==> src/rtl/serial_hba_pkg.sv <==
// Shared types and constants for the serial-to-HBA command sequencer.
// The header bit positions describe byte 0 = {rnw, num[2:0], addr[11:8]}.
package serial_hba_pkg;

    typedef enum logic [2:0] {
        IDLE,
        ADDR,
        DATA,
        REQ,
        XFER,
        TXS,
        TXW
    } state_t;

    localparam int RNW_BIT = 7;
    localparam int NUM_MSB = 6;
    localparam int NUM_LSB = 4;
    localparam int ADDR_W  = 12;

endpackage

==> src/rtl/serial_hba_timeout.sv <==
// Loadable down-counter watchdog: reloads on clear and flags the last counted cycle.
// LIMIT = 0 disables the watchdog entirely.
module serial_hba_timeout #(
    parameter int unsigned LIMIT = 255
) (
    input  logic clk,
    input  logic rst,
    input  logic clear,
    input  logic enable,
    output logic expired
);

    localparam int unsigned CNT_W = (LIMIT < 2) ? 1 : $clog2(LIMIT + 1);
    localparam logic [CNT_W-1:0] LOAD = CNT_W'(LIMIT);

    logic [CNT_W-1:0] cnt;

    always_ff @(posedge clk or posedge rst) begin
        if (rst) begin
            cnt <= LOAD;
        end else if (clear) begin
            cnt <= LOAD;
        end else if (enable && (cnt != '0)) begin
            cnt <= cnt - CNT_W'(1);
        end
    end

    // Fires during the LIMIT-th enabled cycle so the caller aborts on that edge.
    assign expired = (LIMIT != 0) && enable && !clear && (cnt <= CNT_W'(1));

endmodule

==> src/rtl/serial_hba_cmd_ctrl.sv <==
// Serial bridge command sequencer: parses UART header/data bytes, runs 1..8
// auto-incrementing HBA transfers and returns read bytes through the UART.
module serial_hba_cmd_ctrl
    import serial_hba_pkg::*;
#(
    parameter int unsigned RX_TIMEOUT   = 1_000_000,
    parameter int unsigned XFER_TIMEOUT = 255
) (
    input  logic              hba_clk,
    input  logic              hba_reset,
    input  logic              rx_valid,
    input  logic [7:0]        rx_data,
    input  logic              tx_busy,
    output logic              read_strobe,
    output logic              write_strobe,
    output logic [7:0]        tx_data,
    input  logic              hba_mgrant,
    input  logic              hba_xferack,
    input  logic [7:0]        hba_dbus,
    output logic              masterx_request,
    output logic [ADDR_W-1:0] master_abus,
    output logic              master_rnw,
    output logic [7:0]        master_dbus,
    output logic              busy,
    output logic              err
);

    state_t            state;
    state_t            state_nxt;
    logic              rnw_q;
    logic [3:0]        remain_q;
    logic [ADDR_W-1:0] addr_q;
    logic [7:0]        wdata_q;
    logic [7:0]        rdata_q;
    logic              rx_accept;
    logic              pop;
    logic              rx_clr;
    logic              rx_expired;
    logic              xf_expired;
    logic              bus_on;
    logic              abort;

    assign rx_accept = (state == IDLE) || (state == ADDR) || (state == DATA);
    assign pop       = rx_accept && rx_valid && !read_strobe;
    assign rx_clr    = pop || !((state == ADDR) || (state == DATA));

    serial_hba_timeout #(.LIMIT(RX_TIMEOUT)) u_rx_timer (
        .clk     (hba_clk),
        .rst     (hba_reset),
        .clear   (rx_clr),
        .enable  (1'b1),
        .expired (rx_expired)
    );

    serial_hba_timeout #(.LIMIT(XFER_TIMEOUT)) u_xfer_timer (
        .clk     (hba_clk),
        .rst     (hba_reset),
        .clear   (!masterx_request),
        .enable  (1'b1),
        .expired (xf_expired)
    );

    // Bus outputs decode straight from state so reset drops them asynchronously.
    assign masterx_request = (state == REQ) || (state == XFER);
    assign bus_on          = (state == XFER) && hba_mgrant;
    assign master_abus     = bus_on ? addr_q : '0;
    assign master_rnw      = bus_on && rnw_q;
    assign master_dbus     = (bus_on && !rnw_q) ? wdata_q : '0;
    assign busy            = (state != IDLE);

    always_comb begin
        state_nxt = state;
        abort     = 1'b0;
        case (state)
            IDLE: begin
                if (pop) state_nxt = ADDR;
            end
            ADDR: begin
                if (rx_expired) begin
                    state_nxt = IDLE;
                    abort     = 1'b1;
                end else if (pop) begin
                    state_nxt = rnw_q ? REQ : DATA;
                end
            end
            DATA: begin
                if (rx_expired) begin
                    state_nxt = IDLE;
                    abort     = 1'b1;
                end else if (pop) begin
                    state_nxt = REQ;
                end
            end
            REQ: begin
                if (xf_expired) begin
                    state_nxt = IDLE;
                    abort     = 1'b1;
                end else if (hba_mgrant) begin
                    state_nxt = XFER;
                end
            end
            XFER: begin
                // A completing transfer beats a watchdog expiring in the same cycle.
                if (hba_xferack) begin
                    if (rnw_q)                state_nxt = TXS;
                    else if (remain_q > 4'd1) state_nxt = DATA;
                    else                      state_nxt = IDLE;
                end else if (xf_expired) begin
                    state_nxt = IDLE;
                    abort     = 1'b1;
                end
            end
            TXS: begin
                if (!tx_busy) state_nxt = TXW;
            end
            TXW: begin
                // write_strobe marks the first TXW cycle, where tx_busy is not yet meaningful.
                if (!write_strobe && !tx_busy) state_nxt = (remain_q != 4'd0) ? REQ : IDLE;
            end
            default: state_nxt = IDLE;
        endcase
    end

    always_ff @(posedge hba_clk or posedge hba_reset) begin
        if (hba_reset) begin
            state        <= IDLE;
            read_strobe  <= 1'b0;
            write_strobe <= 1'b0;
            tx_data      <= '0;
            rnw_q        <= 1'b0;
            remain_q     <= '0;
            addr_q       <= '0;
            err          <= 1'b0;
        end else begin
            state        <= state_nxt;
            read_strobe  <= pop;
            write_strobe <= (state == TXS) && !tx_busy;
            if ((state == TXS) && !tx_busy) tx_data <= rdata_q;
            if (pop && (state == IDLE)) begin
                rnw_q                <= rx_data[RNW_BIT];
                remain_q             <= {1'b0, rx_data[NUM_MSB:NUM_LSB]} + 4'd1;
                addr_q[ADDR_W-1:8]   <= rx_data[3:0];
            end
            if (pop && (state == ADDR)) addr_q[7:0] <= rx_data;
            if ((state == XFER) && hba_xferack) begin
                addr_q   <= addr_q + ADDR_W'(1);
                remain_q <= remain_q - 4'd1;
            end
            if (abort)                       err <= 1'b1;
            else if (pop && (state == IDLE)) err <= 1'b0;
        end
    end

    // Payload registers carry no reset; they are always written before use.
    always_ff @(posedge hba_clk) begin
        if (pop && (state == DATA)) wdata_q <= rx_data;
        if ((state == XFER) && hba_xferack && rnw_q) rdata_q <= hba_dbus;
    end

endmodule

==> config.mk <==
export PLATFORM = sky130hd
export DESIGN_NAME = serial_hba_cmd_ctrl
export DESIGN_NICKNAME = d
export VERILOG_FILES = /design/src/rtl/serial_hba_pkg.sv /design/src/rtl/serial_hba_timeout.sv /design/src/rtl/serial_hba_cmd_ctrl.sv
export SDC_FILE = /design/constraint.sdc
export NUM_CORES = 1
export LEC_CHECK = 0
export ABC_CLOCK_PERIOD_IN_PS = 3200
export BUFFER_PORTS_ARGS = -buffer_cell sky130_fd_sc_hd__buf_4
export CAP_MARGIN = 20
export CORE_UTILIZATION = 40
export DETAILED_ROUTE_END_ITERATION = 10
export PLACE_DENSITY = 0.6
export SYNTH_ARGS = -nofsm -noshare
export SYNTH_HDL_FRONTEND = slang
export SYNTH_SLANG_ARGS = --single-unit
==> constraint.sdc <==
create_clock -name hba_clk -period 3.2 [get_ports hba_clk]
set_input_delay 0.16 -clock hba_clk [delete_from_list [all_inputs] [get_ports hba_clk]]
set_output_delay 0.16 -clock hba_clk [all_outputs]
set_load 0.005 [all_outputs]
==> results_dict.tcl, run 1 <==
set metrics [dict create \
    met1_length_um 4027 \
    async_flop_share_pct 78.67 \
    cts-root-buf "clkbuf_8" \
    synth_fp_nets 401 \
    critPathKind "flip-flop to flip-flop" \
    synth_edf_count 16 \
    post_cts_buffers 0 \
    fmax_mhz 378.4 \
    startpoint "u_rx_timer.cnt[10]$_DFFE_PP0P_" \
    fillers 846 \
    first_pass_iters 4 \
    hpwl_um 5857 \
    yosys_register_bits 75 \
    numCtsBuffers 9 \
    endpoint_kind "flip-flop" \
    status "finished with violations" \
    portBuffers 55 \
    drcViolationCount 0 \
    setup_tns_ps 0 \
    slew_headroom_pct 41.98 \
    grt_pass1_vias 2737 \
    grt_use_total_pct 17.67 \
    die_w_um 99.56 \
    grt_max_degree 43 \
    critPathMaxFanout 9 \
    seq_area_frac_synth_pct 51.89 \
    final_util_pct 50.35 \
    path_clk_slew_ps 80 \
    finalSetupViolCount 0 \
    grt_pass1_wl_um 13680 \
    setup_ws_ps 557.1 \
    cp.required_ps 3420 \
    finalCritPeriodShare_pct 82.59 \
    clk_latency_ps 350 \
    rows 35 \
    viasPerCell 5.180 \
    cts_resized 0 \
    start_util_pct 41.21 \
    rsz0062_at_grt "no" \
    crit_slowest_cell "or4_1" \
    synthesis.area_um2 3807 \
    p_leak_nw 1.968 \
    cts-htree-levels 3 \
    antenna_found_initial 0 \
    cts_tree "built" \
    cts.sinks 75 \
    met3WireLength_um 407 \
    core-area_um2 9240 \
    path_cells "or4_4, or4_1, or3_1, and3b_4, xnor2_2, nor2_1" \
    top_layer "met4" \
    syn_area_per_cell_um2 10.29 \
    skew_ps 10.30 \
    top_level_ports 56 \
    period_needed_ps 2643 \
    drt-total-wl_um 8169 \
    syn_inst 370 \
    r2r-start "u_rx_timer.cnt[10]$_DFFE_PP0P_" \
    first_iter_violations 123 \
    pre_cts_ws_ps 564.1 \
    ys_warn_count 0 \
    irDropWorstVdd_mv 0.2902 \
    hp-class "primary input to async pin" \
    antenna_cells 0 \
    max_stage_delay_ps 600 \
    p_per_area_nw_per_um2 745.3 \
    vias 2958 \
    design_area_um2 4652 \
    rrSetupSlack_ps 560 \
    worstMarginPinSlew_ps 869.1 \
    placed_area_um2 4358 \
    ant_nets 0 \
    syn_to_final_growth_pct 22.18 \
    cts_hold_buf 9 \
    startpoint_type "flip-flop" \
    rr_endpoint "u_rx_timer.cnt[3]$_DFFE_PP0P_" \
    synth_flop_cell "dfrtp_1" \
    die_h_um 99.56 \
    drv_cap 0 \
    violations "negative hold slack" \
    endpoint "u_rx_timer.cnt[3]$_DFFE_PP0P_" \
    rr_worst_depth 6 \
    hold_viol 3 \
    ys_types 56 \
    drive_gt1_share_pct 25.57 \
    slew_violations 0 \
    critPathArrivalTime_ps 2860 \
    fin_nets 468 \
    whs_ps -2.122 \
    route.met2.wl_um 3667 \
    gp_congestion 0.7700 \
    cts.path.max_buffers 2 \
    die_area_um2 9912 \
    wire_per_inst_um 14.31 \
    grt_overflow 0 \
]
[state kept, by name (all words and copies together) (netlist names)]
name	flops
write_strobe	1
read_strobe	1
state	3
u_rx_timer.cnt	20
addr_q	12
u_xfer_timer.cnt	8
rnw_q	1
remain_q	4
wdata_q	8
rdata_q	8
err	1
tx_data	8
[cell usage after synthesis (3+ instances only)]
library cell,number,share of area [%]
nor2_1,46,4.5
dfrtp_1,44,29
nand2_1,28,2.8
edfxtp_1,16,13
a21oi_1,15,2.0
and2_1,15,2.5
dfstp_2,15,10
inv_1,15,1.5
and3_1,14,2.3
nor3_1,13,1.7
clkbuf_1,12,1.2
nand3_1,11,1.4
o21ai_0,11,1.4
xnor2_1,10,2.3
ha_1,9,3.0
xor2_1,9,2.1
mux2_2,8,2.4
nor4_1,7,1.2
o211ai_1,6,1.2
o22ai_1,6,0.99
a311oi_1,5,1.2
or3_1,5,0.82
a211oi_1,4,0.79
a221o_1,3,0.79
a31oi_1,3,0.49
o221a_2,3,0.89
[how the worst min path moves through the flow]
stage | to | slack (ps) | cells after the start
6_report | addr_q[4]$_DFFE_PP0P_ | -2 | 2
4_1_cts | wdata_q[0]$_DFFE_PP_ | 4 | 1
3_5_place_dp | rdata_q[3]$_DFFE_PP_ | 340 | 1
2_1_floorplan | rdata_q[0]$_DFFE_PP_ | 260 | 0
5_1_grt | wdata_q[0]$_DFFE_PP_ | 3 | 1
3_3_place_gp | rdata_q[7]$_DFFE_PP_ | 340 | 1
[report_power, final]
part           internal [mW]  total (mW)  switching [mW]
Combinational          0.595        1.26           0.670
Sequential              1.24        1.49           0.256
Clock                  0.360       0.711           0.351
[through the flow]
stage,power (mW),hold WS [ps],cells
2_1_floorplan,2.343,258.9,370
3_3_place_gp,2.736,338.2,545
3_5_place_dp,2.767,339.3,545
4_1_cts,3.500,4.090,570
5_1_grt,3.727,3.492,571
6_report,3.467,-2.122,571
[cell usage in the layout, fill, tap and decap left out, drive strengths merged, types with 11 or more instances in the layout]
cell type	Yosys	layout
edfxtp	16	16
inv	15	15
nand2	28	28
and3	14	14
dfstp	15	15
o21ai	12	12
dfrtp	44	44
nor3	13	13
xnor2	11	11
a21oi	15	15
and2	15	15
nand3	11	11
buf	2	60
nor2	46	46
[worst max-delay path: cells and delay by family (launching register included)]
kind,cells,cell delay (ps)
flip-flops,1,420
AND/OR/NAND/NOR,5,1990
XOR/XNOR,1,110
[logic make-up after synthesis]
logic type | Yosys count | share of synthesized area, %
AO/OA/AOI/OAI | 74 | 14.20
XOR/XNOR | 20 | 4.798
adder cells (fa/ha/maj) | 9 | 2.958
buffers and inverters | 29 | 3.089
flip-flops | 75 | 51.89
multiplexers | 9 | 2.629
AND/OR/NAND/NOR | 154 | 20.44
[metal layers]
layer / vias to the layer above / global-route usage, %
met3: 6 / 3.303
li1: 1464 / -
met5: - / 0
met2: 74 / 25.64
met1: 1414 / 25.97
met4: 0 / 7.127
[layout make-up]
class                      count  area, um2  area share [%]
multi-input combinational    266       1714           36.85
timing repair buffer          70      550.5           11.83
inverter                      15      56.30           1.210
sequential                    75       1976           42.47
clock buffer                  10      127.6           2.743
clock inverter                 6      66.31           1.425
tap                          129      161.4           3.470
(Power assumes the default switching activity.)
==> run 2, diff against run 1 <==
--- a/config.mk
+++ b/config.mk
@@ -5,7 +5,7 @@
 export SDC_FILE = /design/constraint.sdc
 export NUM_CORES = 1
 export LEC_CHECK = 0
-export ABC_CLOCK_PERIOD_IN_PS = 3200
+export ABC_CLOCK_PERIOD_IN_PS = 2800
 export BUFFER_PORTS_ARGS = -buffer_cell sky130_fd_sc_hd__buf_4
 export CAP_MARGIN = 20
 export CORE_UTILIZATION = 40
==> constraint.sdc (replaced) <==
create_clock -name hba_clk -period 2.8 [get_ports hba_clk]
set_input_delay 0.14 -clock hba_clk [delete_from_list [all_inputs] [get_ports hba_clk]]
set_output_delay 0.14 -clock hba_clk [all_outputs]
set_load 0.005 [all_outputs]
==> run 2 against run 1 <==
  * The run now ends clean
  * Global-route usage grew 0.22 points
  * Clock skew grew 3.3 ps
  * First-iteration DRC count grew 46%
  * Flip-flop and latch count is the same
  * Sequential share of layout area shrank 0.51 points
==> results_dict.tcl, run 2 (synthesis results as in run 1) <==
set metrics [dict create \
    top_level_ports 56 \
    cp.required_ps 3040 \
    grt_pass1_vias 2885 \
    fillers 845 \
    hp-class "primary input to async pin" \
    setup_tns_ps 0 \
    cts-root-buf "clkbuf_8" \
    largest_register_ffs 20 \
    gr-usage-met3_pct 3.233 \
    critPathArrivalTime_ps 2850 \
    cts-htree-levels 3 \
    start_util_pct 41.21 \
    final_util_pct 50.95 \
    grt_max_degree 60 \
    regMostFlops "u_rx_timer.cnt" \
    path_clk_slew_ps 80 \
    slew_violations 0 \
    rows 35 \
    finalSetupViolCount 0 \
    wire_per_inst_um 14.14 \
    die_w_um 99.56 \
    skew_ps 13.61 \
    period_needed_ps 2608 \
    die_h_um 99.56 \
    top_regs "u_rx_timer.cnt (20), addr_q (12)" \
    antenna_found_initial 0 \
    rsz0062_at_grt "no" \
    slew_headroom_pct 49.68 \
    numCtsBuffers 9 \
    multi_input_comb_area_um2 1714 \
    cp_top_family "simple AND/OR/NAND/NOR gates" \
    final_common_cell "buf_4" \
    crit_slowest_cell "or4_1" \
    p_leak_nw 2.003 \
    gp_congestion 0.8007 \
    endpoint_kind "flip-flop" \
    seqCellArea_um2 1976 \
    grt_overflow 0 \
    cts.path.max_buffers 2 \
    irDropWorstVdd_mv 0.4247 \
    setup_ws_ps 191.9 \
    cts_tree "built" \
    final_cell_mix "61 x buf_4, 46 x nor2_1, 44 x dfrtp_1" \
    grt-busiest-layer "met2" \
    critPathKind "flip-flop to flip-flop" \
    hold_viol 0 \
    cts.sinks 75 \
    critPathMaxFanout 9 \
    first_iter_violations 179 \
    grt_use_met2_pct 27.03 \
    status "complete, no violations" \
    fmax_mhz 383.4 \
    ant_nets 0 \
    vias 2993 \
    pre_cts_ws_ps 187.3 \
    critical_path_buf_inv_count 0 \
    antenna_cells 0 \
    portBuffers 55 \
    core-area_um2 9240 \
    finalCritPeriodShare_pct 93.15 \
    fin_nets 473 \
    clk_latency_ps 350 \
    drcViolationCount 0 \
    grtUsageMet1_pct 25.46 \
    path_cells "or4_4, or4_1, or3_1, and3b_4, xnor2_2, nor2_1" \
    post_cts_buffers 0 \
    first_pass_iters 4 \
    hpwl_um 5756 \
    p_per_area_nw_per_um2 849.4 \
    drive_gt1_share_pct 25.73 \
    grt_pass1_wl_um 13920 \
    die_area_um2 9912 \
    worstMarginPinSlew_ps 754.7 \
    drt-total-wl_um 8145 \
    grt_use_total_pct 17.90 \
    startpoint_type "flip-flop" \
    max_stage_delay_ps 600 \
    drv_cap 0 \
    viasPerCell 5.196 \
    syn_to_final_growth_pct 23.66 \
]
-- run 2: cell types whose count changed in the layout (fill, tap and decap cells not counted), sizes merged --
cell and change:
clkinv +2, buf +1, dlygate4sd3 +4, clkinvlp -2
-- run 2: through the flow --
step           area [um2]  std cells  total power [mW]  hold WS [ps]
3_5_place_dp         4365        546             3.161         320.1
6_report             4708        576             3.999         12.19
2_1_floorplan        3807        370             2.678         238.9
5_1_grt              4708        576             4.295         7.993
4_1_cts              4708        576             4.035         2.284
3_3_place_gp         4365        546             3.137         318.2
-- run 2: cell type report --
class	instances	area share, %
sequential	75	41.96
multi-input combinational	266	36.41
timing repair buffer	75	12.70
tap	129	3.428
clock buffer	10	2.923
clock inverter	6	1.382
inverter	15	1.196
-- run 2: per-layer routing --
metal	up-vias	part of all wire, %
li1	1477	-
met5	-	0
met1	1440	49
met2	66	45
met4	0	1.5
met3	10	4.9
-- run 2: tightest hold or removal path, cell delays in order --
cell	delay, ps
buf_4	110
inv_2	30
buf_4	580
-- run 2: worst paths after layout --
| path | from | end | slack [ps] | cells after the start |
|---|---|---|---|---|
| worst min register to register | rdata_q[1]$_DFFE_PP_ | tx_data[1]$_DFFE_PP0P_ | 490 | 1 |
| worst max register to register | u_rx_timer.cnt[10]$_DFFE_PP0P_ | u_rx_timer.cnt[3]$_DFFE_PP0P_ | 190 | 6 |
| min in group hba_clk | rx_data[5] | wdata_q[5]$_DFFE_PP_ | 20 | 1 |
| max in group asynchronous | hba_reset | err$_DFFE_PP0P_ | 2290 | 3 |
| worst max-delay path | u_rx_timer.cnt[10]$_DFFE_PP0P_ | u_rx_timer.cnt[3]$_DFFE_PP0P_ | 190 | 6 |
| worst min-delay path | hba_reset | tx_data[7]$_DFFE_PP0P_ | 10 | 3 |
-- run 2: timing repair --
item,CTS,global route
hold buffers,14,0
gates resized for setup,0,0
hold endpoints to repair,14,0
-- run 2: power by group --
group / switching [mW] / total, mW / internal, mW
clock network: 0.409 / 0.844 / 0.436
logic: 0.758 / 1.45 / 0.693
registers: 0.291 / 1.70 / 1.41
==> run 3, diff against run 2 <==
--- a/config.mk
+++ b/config.mk
@@ -5,12 +5,13 @@
 export SDC_FILE = /design/constraint.sdc
 export NUM_CORES = 1
 export LEC_CHECK = 0
-export ABC_CLOCK_PERIOD_IN_PS = 2800
+export ABC_CLOCK_PERIOD_IN_PS = 2300
 export BUFFER_PORTS_ARGS = -buffer_cell sky130_fd_sc_hd__buf_4
 export CAP_MARGIN = 20
+export CORE_ASPECT_RATIO = 1.25
 export CORE_UTILIZATION = 40
 export DETAILED_ROUTE_END_ITERATION = 10
-export PLACE_DENSITY = 0.6
+export PLACE_DENSITY = 0.63
 export SYNTH_ARGS = -nofsm -noshare
 export SYNTH_HDL_FRONTEND = slang
 export SYNTH_SLANG_ARGS = --single-unit
==> constraint.sdc (replaced) <==
create_clock -name hba_clk -period 2.3 [get_ports hba_clk]
set_input_delay 0.115 -clock hba_clk [delete_from_list [all_inputs] [get_ports hba_clk]]
set_output_delay 0.115 -clock hba_clk [all_outputs]
set_load 0.005 [all_outputs]
==> run 3 against run 2 <==
  * Final cell count up 2.4%
  * Count of clock-buffer cells in the layout decreased by 1
  * Sequential share of layout area down 2.5 points
  * Non-clock buffer count grew 20
  * Global-route usage is 1.5 points higher
  * First-iteration DRC count decreased by 10%
  * Die area is essentially flat
  * Total power is 37% higher
  * Via count rose by 4.5%
  * Flip-flop and latch count unchanged
  * Highest routed layer unchanged
==> results_dict.tcl, run 3 (synthesis results as in run 1) <==
set metrics [dict create \
    status "complete, no violations" \
    regMostFlops "u_rx_timer.cnt" \
    cts_tree "built" \
    cts-root-buf "clkbuf_16" \
    finalSetupViolCount 0 \
    first_pass_iters 4 \
    antenna_cells 0 \
    period_needed_ps 2276 \
    drcViolationCount 0 \
    drive_gt1_share_pct 30.84 \
    drv_cap 0 \
    numCtsBuffers 9 \
    grtUsageMet1_pct 24.48 \
    cts-htree-levels 3 \
    critical_path_buf_inv_count 0 \
    instances_no_fill 590 \
    antenna_found_initial 0 \
    cp_top_family "simple AND/OR/NAND/NOR gates" \
    combPwrFrac_pct 35.7 \
    grt_pass1_wl_um 14700 \
    max_stage_delay_ps 520 \
    clk_latency_ps 330 \
    cts.path.max_buffers 2 \
    portBuffers 55 \
    crit_top_cell "or4_4" \
    gp_congestion 0.8786 \
    ant_nets 0 \
    top_level_ports 56 \
    cts.sinks 75 \
    critPathMaxFanout 7 \
    grt_use_total_pct 19.40 \
    start_util_pct 41.50 \
    hpwl_um 6305 \
    power.internal_mw 3.610 \
    skew_ps 6.149 \
    die_area_um2 9915 \
    wire_per_inst_um 14.85 \
    grt_overflow 0 \
    seq_power_share_pct 37.2 \
    core-area_um2 9174 \
    path_cells "or4_4, or4_4, or3_4, and3b_4, xnor2_2, nor2_1" \
    critPathKind "flip-flop to flip-flop" \
    switching_share_pct 34.22 \
    finalCritPeriodShare_pct 98.94 \
    drt-total-wl_um 8762 \
    endpoint_kind "flip-flop" \
    rsz0062_at_grt "yes" \
    viasPerCell 5.303 \
    p_per_area_nw_per_um2 1096 \
    grt-busiest-layer "met2" \
    startpoint_type "flip-flop" \
    critPathArrivalTime_ps 2500 \
    fin_nets 493 \
    fmax_mhz 439.4 \
    grt_use_met2_pct 32.26 \
    path_clk_slew_ps 60 \
    syn_to_final_growth_pct 31.58 \
    final_common_cell "buf_4" \
    first_iter_violations 161 \
    largest_register_ffs 20 \
    setup_tns_ps 0 \
    slew_violations 0 \
    hp-class "primary input to flip-flop" \
    crit_slowest_cell "or4_4" \
    p_clk_share_pct 27.1 \
    grt_max_degree 28 \
    whs_ps 13.60 \
    grt_pass1_vias 3097 \
    die_w_um 89.26 \
    p_leak_nw 2.170 \
    power.switching_mw 1.878 \
    top_regs "u_rx_timer.cnt (20), addr_q (12)" \
    vias 3129 \
    die_h_um 111.1 \
    final_cell_mix "82 x buf_4, 46 x nor2_1, 44 x dfrtp_1" \
    slew_headroom_pct 60.33 \
    cp.required_ps 2520 \
    hold_viol 0 \
    place_inst 561 \
    worstMarginPinSlew_ps 594.2 \
    irDropWorstVdd_mv 0.5769 \
    rows 39 \
    gr-usage-met3_pct 2.904 \
]
-- run 3: cell count changes in the layout (fill, tap and decap cells not counted), sizes merged --
cell | before | now
buf | 61 | 83
bufinv | 1 | 2
clkbuf | 10 | 9
clkinvlp | 1 | 0
dlygate4sd3 | 14 | 12
inv | 15 | 16
-- run 3: path summary, 6_finish.rpt --
path | from | to | slack, ps | depth (start not counted)
min | rx_data[5] | wdata_q[5]$_DFFE_PP_ | 10 | 1
max | u_rx_timer.cnt[9]$_DFFE_PP1P_ | u_rx_timer.cnt[3]$_DFFE_PP0P_ | 20 | 6
max reg2reg | u_rx_timer.cnt[9]$_DFFE_PP1P_ | u_rx_timer.cnt[3]$_DFFE_PP0P_ | 20 | 6
min in group asynchronous | hba_reset | tx_data[7]$_DFFE_PP0P_ | 420 | 3
max in group asynchronous | hba_reset | u_rx_timer.cnt[9]$_DFFE_PP1P_ | 1150 | 4
min reg2reg | rdata_q[1]$_DFFE_PP_ | tx_data[1]$_DFFE_PP0P_ | 480 | 1
-- run 3: cell type report --
type | count | area [um2]
inverter | 15 | 56.30
sequential | 75 | 1976
multi-input combinational | 266 | 1760
tap | 123 | 153.9
clock inverter | 7 | 91.34
timing repair buffer | 95 | 747.0
fill | 823 | 4164
clock buffer | 9 | 225.2
-- run 3: metrics by stage --
step           area, um2  utilization, %  setup WS (ps)  power, mW
6_report            5010           54.61          24.38      5.489
5_1_grt             5010           54.61         -107.5      5.858
4_1_cts             4961           54.08          28.94      5.484
3_5_place_dp        4519           49.26         -30.53      3.956
3_3_place_gp        4519           49.26         -2.927      3.916
2_1_floorplan       3817               -         -89.65      3.262
-- run 3: power by group through the flow --
stage,registers (mW),clock network (mW),logic [mW]
after floorplan,1.97,0,1.30
after global placement,2.05,0,1.87
after detailed placement,2.05,0,1.91
after CTS,2.03,1.52,1.93
after global routing,2.09,1.57,2.20
final,2.04,1.49,1.96
-- run 3: what timing repair did --
action                                 CTS  global route
setup endpoints to repair                5            13
buffers inserted                         0             1
resized for setup                        1             7
hold buffers                            12             0
pin swaps                                0             5
endpoints found under the hold margin   27             0
-- run 3: per-layer routing --
layer / up-vias / share of wire [%]
met5: - / 0
met4: 0 / 1.1
met3: 10 / 3.1
met2: 71 / 52
met1: 1529 / 44
li1: 1519 / -
